`src/rtl/div_scheduler_if.sv`:
```
// Signal bundle between the divide scheduler, its requesters and the shared divider.
// master = scheduler side; slave = requesters plus divider side.
interface div_scheduler_if #(parameter int NREQ = 4) ();
  localparam int IDW = (NREQ > 1) ? $clog2(NREQ) : 1;

  logic [NREQ-1:0]   req;
  logic [4*NREQ-1:0] req_x;
  logic [4*NREQ-1:0] req_y;
  logic [NREQ-1:0]   gnt;
  logic              busy;

  logic              div_start;
  logic [3:0]        div_x;
  logic [3:0]        div_y;
  logic              div_valid;
  logic [3:0]        div_quot;
  logic [3:0]        div_rem;

  logic              rsp_valid;
  logic [IDW-1:0]    rsp_id;
  logic [3:0]        rsp_quot;
  logic [3:0]        rsp_rem;
  logic              rsp_dz;
  logic              rsp_err;

  modport master (
    input  req, req_x, req_y, div_valid, div_quot, div_rem,
    output gnt, busy, div_start, div_x, div_y,
           rsp_valid, rsp_id, rsp_quot, rsp_rem, rsp_dz, rsp_err
  );

  modport slave (
    output req, req_x, req_y, div_valid, div_quot, div_rem,
    input  gnt, busy, div_start, div_x, div_y,
           rsp_valid, rsp_id, rsp_quot, rsp_rem, rsp_dz, rsp_err
  );
endinterface

```
`src/rtl/div_scheduler.sv`:
```
// Round-robin sharing of one sequential divider: arbitrate, issue, wait (with watchdog), respond.
// Latency arb->rsp 7 cycles (2 for divide-by-zero); requesters hold req until their one-cycle gnt.
module div_scheduler #(
  parameter int NREQ    = 4,
  parameter int TIMEOUT = 8
) (
  input logic            clk,
  input logic            rst,
  div_scheduler_if.master bus
);
  localparam int IDW = (NREQ > 1) ? $clog2(NREQ) : 1;
  localparam int WDW = $clog2(TIMEOUT + 1);

  typedef enum logic [1:0] {IDLE, ISSUE, WAIT, RESP} state_t;

  state_t          r_state;
  logic [IDW-1:0]  r_ptr;
  logic [IDW-1:0]  r_id;
  logic [3:0]      r_x;
  logic [3:0]      r_y;
  logic [WDW-1:0]  r_wdog;
  logic [NREQ-1:0] r_gnt;
  logic            r_busy;
  logic            r_div_start;
  logic            r_rsp_valid;
  logic [IDW-1:0]  r_rsp_id;
  logic [3:0]      r_rsp_quot;
  logic [3:0]      r_rsp_rem;
  logic            r_rsp_dz;
  logic            r_rsp_err;

  logic            w_found;
  logic [IDW-1:0]  w_win;
  logic [3:0]      w_x;
  logic [3:0]      w_y;

  // First requester at or after ptr+1, wrapping.
  always_comb begin
    int             w_idx;
    logic [IDW-1:0] w_cand;
    w_found = 1'b0;
    w_win   = r_ptr;
    w_idx   = 0;
    w_cand  = '0;
    for (int k = 1; k <= NREQ; k++) begin
      w_idx = int'(r_ptr) + k;
      if (w_idx >= NREQ) w_idx = w_idx - NREQ;
      w_cand = IDW'(w_idx);
      if (!w_found && bus.req[w_cand]) begin
        w_found = 1'b1;
        w_win   = w_cand;
      end
    end
  end

  assign w_x = bus.req_x[{w_win, 2'b00} +: 4];
  assign w_y = bus.req_y[{w_win, 2'b00} +: 4];

  always_ff @(posedge clk) begin
    if (!rst) begin
      r_state     <= IDLE;
      r_ptr       <= IDW'(NREQ - 1);
      r_id        <= '0;
      r_x         <= '0;
      r_y         <= '0;
      r_wdog      <= '0;
      r_gnt       <= '0;
      r_busy      <= 1'b0;
      r_div_start <= 1'b0;
      r_rsp_valid <= 1'b0;
      r_rsp_id    <= '0;
      r_rsp_quot  <= '0;
      r_rsp_rem   <= '0;
      r_rsp_dz    <= 1'b0;
      r_rsp_err   <= 1'b0;
    end else begin
      case (r_state)
        IDLE: begin
          if (w_found) begin
            r_id        <= w_win;
            r_ptr       <= w_win;
            r_x         <= w_x;
            r_y         <= w_y;
            r_gnt       <= NREQ'(1) << w_win;
            r_busy      <= 1'b1;
            r_div_start <= (w_y != 4'd0);
            r_state     <= ISSUE;
          end
        end
        ISSUE: begin
          r_gnt       <= '0;
          r_div_start <= 1'b0;
          r_wdog      <= '0;
          if (r_y == 4'd0) begin
            r_rsp_valid <= 1'b1;
            r_rsp_id    <= r_id;
            r_rsp_quot  <= 4'hF;
            r_rsp_rem   <= r_x;
            r_rsp_dz    <= 1'b1;
            r_rsp_err   <= 1'b0;
            r_state     <= RESP;
          end else begin
            r_state     <= WAIT;
          end
        end
        WAIT: begin
          // A result arriving on the timeout cycle still wins.
          if (bus.div_valid) begin
            r_rsp_valid <= 1'b1;
            r_rsp_id    <= r_id;
            r_rsp_quot  <= bus.div_quot;
            r_rsp_rem   <= bus.div_rem;
            r_rsp_dz    <= 1'b0;
            r_rsp_err   <= 1'b0;
            r_state     <= RESP;
          end else if (r_wdog == WDW'(TIMEOUT)) begin
            r_rsp_valid <= 1'b1;
            r_rsp_id    <= r_id;
            r_rsp_quot  <= 4'd0;
            r_rsp_rem   <= 4'd0;
            r_rsp_dz    <= 1'b0;
            r_rsp_err   <= 1'b1;
            r_state     <= RESP;
          end else begin
            r_wdog      <= r_wdog + 1'b1;
          end
        end
        RESP: begin
          r_rsp_valid <= 1'b0;
          r_busy      <= 1'b0;
          r_state     <= IDLE;
        end
        default: begin
          r_state     <= IDLE;
        end
      endcase
    end
  end

  assign bus.gnt       = r_gnt;
  assign bus.busy      = r_busy;
  assign bus.div_start = r_div_start;
  assign bus.div_x     = r_x;
  assign bus.div_y     = r_y;
  assign bus.rsp_valid = r_rsp_valid;
  assign bus.rsp_id    = r_rsp_id;
  assign bus.rsp_quot  = r_rsp_quot;
  assign bus.rsp_rem   = r_rsp_rem;
  assign bus.rsp_dz    = r_rsp_dz;
  assign bus.rsp_err   = r_rsp_err;
endmodule

```
`src/flat_wrapper.sv`:
```
// flat-port wrapper written by rule: the top's interface ports become plain ports
module div_scheduler_flat 
#(
  parameter int NREQ    = 4,
  parameter int TIMEOUT = 8
)
  (clk, rst, bus_req, bus_req_x, bus_req_y, bus_div_valid, bus_div_quot, bus_div_rem, bus_gnt, bus_busy, bus_div_start, bus_div_x, bus_div_y, bus_rsp_valid, bus_rsp_id, bus_rsp_quot, bus_rsp_rem, bus_rsp_dz, bus_rsp_err);
  div_scheduler_if #(.NREQ(NREQ)) bus_i ();
  input logic clk;
  input logic rst;
  input wire logic [$bits(bus_i.req)-1:0] bus_req;
  input wire logic [$bits(bus_i.req_x)-1:0] bus_req_x;
  input wire logic [$bits(bus_i.req_y)-1:0] bus_req_y;
  input wire logic [$bits(bus_i.div_valid)-1:0] bus_div_valid;
  input wire logic [$bits(bus_i.div_quot)-1:0] bus_div_quot;
  input wire logic [$bits(bus_i.div_rem)-1:0] bus_div_rem;
  output wire logic [$bits(bus_i.gnt)-1:0] bus_gnt;
  output wire logic [$bits(bus_i.busy)-1:0] bus_busy;
  output wire logic [$bits(bus_i.div_start)-1:0] bus_div_start;
  output wire logic [$bits(bus_i.div_x)-1:0] bus_div_x;
  output wire logic [$bits(bus_i.div_y)-1:0] bus_div_y;
  output wire logic [$bits(bus_i.rsp_valid)-1:0] bus_rsp_valid;
  output wire logic [$bits(bus_i.rsp_id)-1:0] bus_rsp_id;
  output wire logic [$bits(bus_i.rsp_quot)-1:0] bus_rsp_quot;
  output wire logic [$bits(bus_i.rsp_rem)-1:0] bus_rsp_rem;
  output wire logic [$bits(bus_i.rsp_dz)-1:0] bus_rsp_dz;
  output wire logic [$bits(bus_i.rsp_err)-1:0] bus_rsp_err;
  assign bus_i.req = bus_req;
  assign bus_i.req_x = bus_req_x;
  assign bus_i.req_y = bus_req_y;
  assign bus_i.div_valid = bus_div_valid;
  assign bus_i.div_quot = bus_div_quot;
  assign bus_i.div_rem = bus_div_rem;
  assign bus_gnt = bus_i.gnt;
  assign bus_busy = bus_i.busy;
  assign bus_div_start = bus_i.div_start;
  assign bus_div_x = bus_i.div_x;
  assign bus_div_y = bus_i.div_y;
  assign bus_rsp_valid = bus_i.rsp_valid;
  assign bus_rsp_id = bus_i.rsp_id;
  assign bus_rsp_quot = bus_i.rsp_quot;
  assign bus_rsp_rem = bus_i.rsp_rem;
  assign bus_rsp_dz = bus_i.rsp_dz;
  assign bus_rsp_err = bus_i.rsp_err;
  div_scheduler #(.NREQ(NREQ), .TIMEOUT(TIMEOUT)) u_core (.clk(clk), .rst(rst), .bus(bus_i));
endmodule
```
`config.mk`:
```
export PLATFORM = sky130hd
export DESIGN_NAME = div_scheduler_flat
export DESIGN_NICKNAME = d
export VERILOG_FILES = /design/src/rtl/div_scheduler_if.sv /design/src/rtl/div_scheduler.sv /design/src/flat_wrapper.sv
export SDC_FILE = /design/constraint.sdc
export NUM_CORES = 1
export LEC_CHECK = 0
export CORE_AREA = 8 8 74 76
export DETAILED_ROUTE_END_ITERATION = 6
export DIE_AREA = 0 0 82 84
export PLACE_DENSITY = 0.82
export SLEW_MARGIN = 20
export SYNTH_ARGS = -nofsm -noshare
export SYNTH_HDL_FRONTEND = slang
export SYNTH_SLANG_ARGS = --single-unit
export TNS_END_PERCENT = 20
```
`constraint.sdc`:
```
create_clock -name clk -period 3.3 [get_ports clk]
set_input_delay 0.66 -clock clk [delete_from_list [all_inputs] [get_ports clk]]
set_output_delay 0.66 -clock clk [all_outputs]
set_load 0.01 [all_outputs]
```
==> impl_metrics.sql, run 1 <==
INSERT INTO impl_metrics (metric_group, metric, value, unit) VALUES
('run_status', 'run_status', 'complete, no violations', ''),
('logic_synthesis', 'synth.top_cell.area_share', '37.8', '%'),
('timing', 'timing.max_slew.rel_slack', '35.6', '%'),
('timing', 'timing.final.hold_violations', '0', ''),
('die', 'floorplan.rows', '24', ''),
('logic_synthesis', 'netlist_instances', '229', ''),
('cts', 'sink_count', '37', ''),
('logic_synthesis', 'synth.area.top_cells', 'sky130_fd_sc_hd__dfxtp_1, sky130_fd_sc_hd__nand2_1, sky130_fd_sc_hd__mux2i_1', ''),
('global_routing', 'grt_overflow_total', '0', ''),
('cts', 'clock_latency', '0.29', 'ns'),
('critical_path', 'worstReg2RegStart', 'u_core.r_state[0]', ''),
('layout', 'final_stage_net_count', '355', ''),
('logic_synthesis', 'syn_nets', '282', ''),
('placement', 'gpl_wtd_cong', '0.857', ''),
('detailed_routing', 'drc_errors', '0', ''),
('power_and_ir_drop', 'vdd_ir_max', '501', 'uV'),
('critical_path', 'critPathLaunchType', 'input pin', ''),
('critical_path', 'worst-path-max-fanout', '9', ''),
('critical_path', 'critical_path_arrival', '2.68', 'ns'),
('logic_synthesis', 'netlist-cell-type-count', '37', ''),
('placement', 'placed_cells', '347', ''),
('worst_hold_path', 'min_delay_worst_endpoint', 'u_core.bus.div_x[2]', ''),
('cts', 'cts_made_buffers', '5', ''),
('die', 'die_width', '82', 'um'),
('detailed_routing', 'drt_first_pass_iters', '4', ''),
('layout', 'layout-area-overhead-vs-synth', '43.1', '%'),
('detailed_routing', 'routedWlPerCell', '14.9', 'um'),
('die', 'floorplan.initialDensity', '45.9', '%'),
('layout', 'layoutNonFillerInstCount', '354', ''),
('critical_path', 'rr_endpoint', 'u_core.bus.rsp_rem[1]', ''),
('die', 'core_region_area', '4260', 'sq um'),
('global_routing', 'antenna_found_initial', '0', ''),
('detailed_routing', 'antenna_left', '0', ''),
('die', 'die_height', '84', 'um'),
('power_and_ir_drop', 'pwr_density_cell', '829', 'nW/um^2'),
('die', 'design.portCount', '74', ''),
('timing', 'fmaxAchievable', '399', 'MHz'),
('detailed_routing', 'iter_0_drt_violations', '75', ''),
('worst_hold_path', 'worstHoldStart', 'u_core.bus.div_x[2]', ''),
('power_and_ir_drop', 'power_leakage', '1.08', 'nW'),
('layout', 'drive_gt1_share', '6.62', '%'),
('cts', 'clkSlewWorstSetupHoldPaths', '0.07', 'ns'),
('cts', 'tritoncts', 'done', ''),
('timing', 'grt_setup_unrepaired', 'no', ''),
('timing', 'clock-skew-final', '0.00254', 'ns'),
('logic_synthesis', 'synth.yosys.seq_area_share', '37.8', '%'),
('logic_synthesis', 'synth-edff-count', '0', ''),
('timing', 'worst_slew_pin_slew', '0.964', 'ns'),
('placement', 'buffers_added_on_ports', '73', ''),
('timing', 'report.final.setup_viol', '0', ''),
('detailed_routing', 'finalWirelength', '5270', 'um'),
('logic_synthesis', 'synth_top_area_cell', 'sky130_fd_sc_hd__dfxtp_1', ''),
('logic_synthesis', 'yosysWarningCount', '0', ''),
('logic_synthesis', 'synthTopCellsByCount', 'sky130_fd_sc_hd__nand2_1, sky130_fd_sc_hd__dfxtp_1, sky130_fd_sc_hd__nor2_1, sky130_fd_sc_hd__a21oi_1, sky130_fd_sc_hd__o21ai_0', ''),
('global_routing', 'pin_count_of_the_biggest_net_entering_global_routing', '25', ''),
('global_routing', 'grt_first_pass_wirelength', '8940', 'um'),
('timing', 'min_period_over_period', '76.0', '%'),
('timing', 'timing.final.max_slew_violations', '0', ''),
('timing', 'setup_tns_final', '0', 'ns'),
('timing', 'period_needed', '2.51', 'ns'),
('die', 'die-area', '6890', 'sq um'),
('layout', 'antenna_cells_inserted', '0', ''),
('cts', 'clk_root_buffer_cell', 'sky130_fd_sc_hd__clkbuf_8', ''),
('logic_synthesis', 'post_synth_instance_area', '1960', 'sq um'),
('run', 'cap_viol_max_count', '0', ''),
('layout', 'n_fill_cell', '385', ''),
('critical_path', 'critPathKind', 'in -> reg', ''),
('logic_synthesis', 'average_size_of_a_mapped_cell', '8.55', 'sq um'),
('logic_synthesis', 'postSynth.topFlopCell', 'sky130_fd_sc_hd__dfxtp_1', ''),
('cts', 'cts.path.max_buffers', '2', ''),
('global_routing', 'grt_pass1_vias', '2015', '');
[placed cells by master (no fill, tap or decap), types with 2 or more instances in the layout]
cell	synthesis	layout
sky130_fd_sc_hd__nand4_1	2	2
sky130_fd_sc_hd__nor3_1	3	3
sky130_fd_sc_hd__mux2i_1	10	10
sky130_fd_sc_hd__nor2b_1	8	8
sky130_fd_sc_hd__and2_1	2	2
sky130_fd_sc_hd__a21boi_0	9	9
sky130_fd_sc_hd__ha_1	6	6
sky130_fd_sc_hd__clkdlybuf4s50_1	0	73
sky130_fd_sc_hd__inv_1	9	9
sky130_fd_sc_hd__clkbuf_8	0	6
sky130_fd_sc_hd__nand2b_1	4	4
sky130_fd_sc_hd__nand2_1	38	38
sky130_fd_sc_hd__a21oi_1	16	16
sky130_fd_sc_hd__dfxtp_1	37	37
sky130_fd_sc_hd__mux2_2	4	4
sky130_fd_sc_hd__o21ai_0	15	15
sky130_fd_sc_hd__buf_4	0	6
sky130_fd_sc_hd__mux4_1	3	3
sky130_fd_sc_hd__nor3b_1	4	4
sky130_fd_sc_hd__nand3_1	5	5
sky130_fd_sc_hd__nor2_1	19	19
sky130_fd_sc_hd__a32oi_1	2	2
sky130_fd_sc_hd__xor2_1	2	2
sky130_fd_sc_hd__o21a_1	4	4
sky130_fd_sc_hd__nor4_1	3	3
[per-stage QoR]
| step | total power, mW | setup slack (ns) | area (sq um) | util (%) | hold slack, ns |
|---|---|---|---|---|---|
| floorplan | 1.56 | 1.19 | 1960 | - | 0.443 |
| global placement | 1.97 | 0.606 | 2720 | 63.7 | 0.471 |
| detailed placement | 2.01 | 0.489 | 2720 | 63.7 | 0.476 |
| CTS | 2.34 | 0.804 | 2800 | 65.7 | 0.485 |
| global route | 2.51 | 0.553 | 2800 | 65.7 | 0.496 |
| finish | 2.32 | 0.791 | 2800 | 65.7 | 0.486 |
[registers in the layout, summed over array words and instances (netlist names), 2 cells and up]
register	flops
u_core.bus.div_x	4
u_core.bus.div_y	4
u_core.bus.gnt	4
u_core.bus.rsp_id	2
u_core.bus.rsp_quot	4
u_core.bus.rsp_rem	4
u_core.r_id	2
u_core.r_ptr	2
u_core.r_state	2
u_core.r_wdog	4
[report_power, final]
group | internal [mW] | total (mW) | switching (mW) | leakage (nW)
clock network | 0.166 | 0.317 | 0.151 | 0.0443
logic | 0.619 | 1.29 | 0.672 | 0.730
registers | 0.604 | 0.716 | 0.112 | 0.304
[cell type report]
class	instances	area, sq um	area share, %
Clock buffer	7	86.3	3.08
Tap cell	52	65.1	2.32
Timing Repair Buffer	79	776	27.7
Multi-Input combinational cell	170	1100	39.3
Inverter	9	33.8	1.21
Sequential cell	37	741	26.4
[logic make-up after synthesis]
| logic type | share of synthesized area (%) |
|---|---|
| fa+ha+maj | 3.83 |
| flops | 37.8 |
| buf+inv | 6.01 |
| xor+xnor | 0.895 |
| simple gates | 22.6 |
| mux | 12.6 |
| compound gates | 16.3 |
[how the worst max path moves through the flow]
stage | start | end | slack (ns) | depth (start not counted)
global placement | bus_req[3] | u_core.bus.div_x[2] | 0.61 | 9
global route | u_core.r_state[0] | u_core.bus.rsp_rem[1] | 0.55 | 7
finish | bus_req[3] | u_core.bus.div_x[0] | 0.79 | 9
detailed placement | bus_req[3] | u_core.bus.div_x[0] | 0.49 | 9
floorplan | bus_req[3] | u_core.bus.div_x[2] | 1.19 | 8
CTS | bus_req[3] | u_core.bus.div_x[0] | 0.80 | 9
[worst max-delay path, stage by stage]
cell and delay [ns]:
sky130_fd_sc_hd__clkdlybuf4s50_1 0.51, sky130_fd_sc_hd__or2b_2 0.33, sky130_fd_sc_hd__o21ai_0 0.08, sky130_fd_sc_hd__nand2_1 0.06
sky130_fd_sc_hd__o21ai_0 0.30, sky130_fd_sc_hd__buf_4 0.30, sky130_fd_sc_hd__mux4_1 0.29, sky130_fd_sc_hd__nand2_1 0.08
sky130_fd_sc_hd__a21boi_0 0.07
[layer usage]
metal | GRT usage, % | part of all wire [%] | up-vias | routed length [um]
met4 | 6.87 | 1.4 | 0 | 73
met5 | 0 | 0 | - | 0
met2 | 26.1 | 47 | 80 | 2470
met1 | 18.0 | 41 | 867 | 2160
met3 | 7.22 | 11 | 7 | 563
li1 | - | - | 939 | -
No activity file was read; power rests on OpenSTA's default activity.
==> inputs of run 2 (changes only) <==
CORE_AREA = 8 8 76 78   (was 8 8 74 76)
DIE_AREA = 0 0 84 86   (was 0 0 82 84)
PLACE_DENSITY = 0.78   (was 0.82)
clock period = 2.4 ns   (was 3.3 ns; I/O delays follow)
==> impl_metrics.sql, run 2 (synthesized netlist as in run 1, its figures left out) <==
INSERT INTO impl_metrics (metric_group, metric, value, unit) VALUES
('cts', 'cts_made_buffers', '5', ''),
('power_and_ir_drop', 'pwr_density_cell', '1130', 'nW/um^2'),
('layout', 'final_common_cell', 'sky130_fd_sc_hd__clkdlybuf4s50_1', ''),
('cts', 'cts-htree-levels', '2', ''),
('timing', 'fmaxAchievable', '452', 'MHz'),
('die', 'design.portCount', '74', ''),
('layout', 'layout.cells.most_common_list', 'sky130_fd_sc_hd__clkdlybuf4s50_1, sky130_fd_sc_hd__nand2_1, sky130_fd_sc_hd__dfxtp_1, sky130_fd_sc_hd__nor2_1, sky130_fd_sc_hd__a21oi_1', ''),
('critical_path', 'required_time_of_the_critical_path', '2.58', 'ns'),
('timing', 'grt_setup_unrepaired', 'no', ''),
('layout', 'final_stage_net_count', '360', ''),
('layout', 'drive_gt1_share', '8.77', '%'),
('global_routing', 'antenna_found_initial', '0', ''),
('detailed_routing', 'avgViaCountPerCell', '5.11', ''),
('die', 'die_height', '86', 'um'),
('power_and_ir_drop', 'vdd_ir_max', '632', 'uV'),
('global_routing', 'grt_first_pass_wirelength', '8980', 'um'),
('cts', 'clkSlewWorstSetupHoldPaths', '0.07', 'ns'),
('critical_path', 'crit_path_end_kind', 'register', ''),
('cts', 'clock_latency', '0.28', 'ns'),
('timing', 'worst_slew_pin_slew', '0.616', 'ns'),
('placement', 'post-place-ws', '-0.112', 'ns'),
('worst_hold_path', 'hold_path_class', 'reg -> reg', ''),
('layout', 'antenna_cells_inserted', '0', ''),
('die', 'die-area', '7220', 'sq um'),
('global_routing', 'overall_track_demand_over_capacity_in_global_routing', '15.1', '%'),
('cts', 'cts.path.max_buffers', '2', ''),
('critical_path', 'critical_path_arrival', '2.39', 'ns'),
('placement', 'hpwlAfterDp', '4190', 'um'),
('run', 'cap_viol_max_count', '0', ''),
('timing', 'clock-skew-final', '0.00562', 'ns'),
('detailed_routing', 'antenna_left', '0', ''),
('critical_path', 'worst-path-max-fanout', '15', ''),
('detailed_routing', 'num_vias', '1851', ''),
('cts', 'clk_root_buffer_cell', 'sky130_fd_sc_hd__clkbuf_8', ''),
('timing', 'timing.final.max_slew_violations', '0', ''),
('timing', 'min_period_over_period', '92.2', '%'),
('detailed_routing', 'drc_errors', '0', ''),
('detailed_routing', 'finalWirelength', '5300', 'um'),
('power_and_ir_drop', 'power_leakage', '1.11', 'nW'),
('die', 'floorplan.rows', '25', ''),
('critical_path', 'max_stage_delay', '0.56', 'ns'),
('cts', 'post_cts_buffers', '0', ''),
('timing', 'finalWorstSetupSlack', '0.186', 'ns'),
('global_routing', 'grt_pass1_vias', '1987', ''),
('timing', 'holdWs', '0.480', 'ns'),
('critical_path', 'critical_path.cell_chain', 'clkdlybuf4s50_1, or2b_2, o21ai_2, a221oi_2, buf_12, mux4_1, nand2_1, a21boi_0', ''),
('timing', 'period_needed', '2.21', 'ns'),
('global_routing', 'pin_count_of_the_biggest_net_entering_global_routing', '16', ''),
('die', 'die_width', '84', 'um'),
('critical_path', 'critPathKind', 'in -> reg', ''),
('layout', 'layout-area-overhead-vs-synth', '45.7', '%'),
('placement', 'gpl_wtd_cong', '0.817', ''),
('cts', 'tritoncts', 'done', ''),
('detailed_routing', 'drt_first_pass_iters', '4', ''),
('detailed_routing', 'routedWlPerCell', '14.6', 'um'),
('critical_path', 'critPathLaunchType', 'input pin', ''),
('detailed_routing', 'iter_0_drt_violations', '82', ''),
('timing', 'timing.final.hold_violations', '0', ''),
('layout', 'finalCoreUtilization', '62.0', '%'),
('placement', 'buffers_added_on_ports', '73', ''),
('global_routing', 'grt_overflow_total', '0', ''),
('die', 'floorplan.initialDensity', '42.6', '%'),
('die', 'core_region_area', '4600', 'sq um'),
('critical_path', 'crit_path_max_delay_cell_type', 'sky130_fd_sc_hd__mux4_1', ''),
('timing', 'report.final.setup_viol', '0', ''),
('run_status', 'run_status', 'complete, no violations', ''),
('timing', 'timing.max_slew.rel_slack', '58.8', '%'),
('cts', 'sink_count', '37', '');
==> run 2: final cells by class <==
cell class / instances / area (sq um)
Fill cell: 402 / 1750
Multi-Input combinational cell: 170 / 1100
Timing Repair Buffer: 84 / 826
Sequential cell: 37 / 741
Clock buffer: 6 / 72.6
Tap cell: 54 / 67.6
Inverter: 9 / 33.8
Clock inverter: 2 / 10.0
==> run 2: critical path, delay by kind of cell <==
family	cells	cell delay, ns
buf+inv	2	0.65
simple gates	2	0.28
compound gates	3	0.41
mux	1	0.56
==> run 2: through the flow <==
| step | area [sq um] | cells | total power, mW | TNS [ns] |
|---|---|---|---|---|
| global placement | 2770 | 354 | 2.78 | -0.273 |
| finish | 2850 | 362 | 3.23 | 0 |
| global route | 2850 | 362 | 3.52 | 0 |
| detailed placement | 2770 | 354 | 2.83 | -0.576 |
| floorplan | 1960 | 229 | 2.14 | 0 |
| CTS | 2850 | 362 | 3.26 | 0 |
==> run 2: metal layers <==
| layer | part of all wire (%) | routed length (um) | GRT usage [%] | vias up |
|---|---|---|---|---|
| li1 | - | - | - | 944 |
| met1 | 42 | 2250 | 16.3 | 829 |
| met2 | 46 | 2460 | 25.3 | 74 |
| met3 | 10 | 537 | 7.49 | 4 |
| met4 | 0.93 | 49 | 4.08 | 0 |
| met5 | 0 | 0 | 0 | - |
==> run 2: what timing repair did <==
| item | CTS | global route |
|---|---|---|
| resized for setup | 0 | 1 |
| setup endpoints to repair | 0 | 10 |
| hold buffers | 0 | 0 |
==> run 2: where the power goes <==
group	internal (mW)	switching, mW	total, mW
clock network	0.201	0.215	0.416
registers	0.830	0.153	0.983
logic	0.912	0.923	1.83
==> run 2: worst paths after layout <==
path,endpoint,from,depth (start not counted),slack (ns)
hold / removal,u_core.r_id[1],u_core.r_id[1],2,0.48
setup / recovery,u_core.bus.div_x[1],bus_req[3],8,0.19
hold reg to reg,u_core.r_id[1],u_core.r_id[1],2,0.48
setup reg to reg,u_core.bus.rsp_id[0],u_core.r_state[1],7,0.39
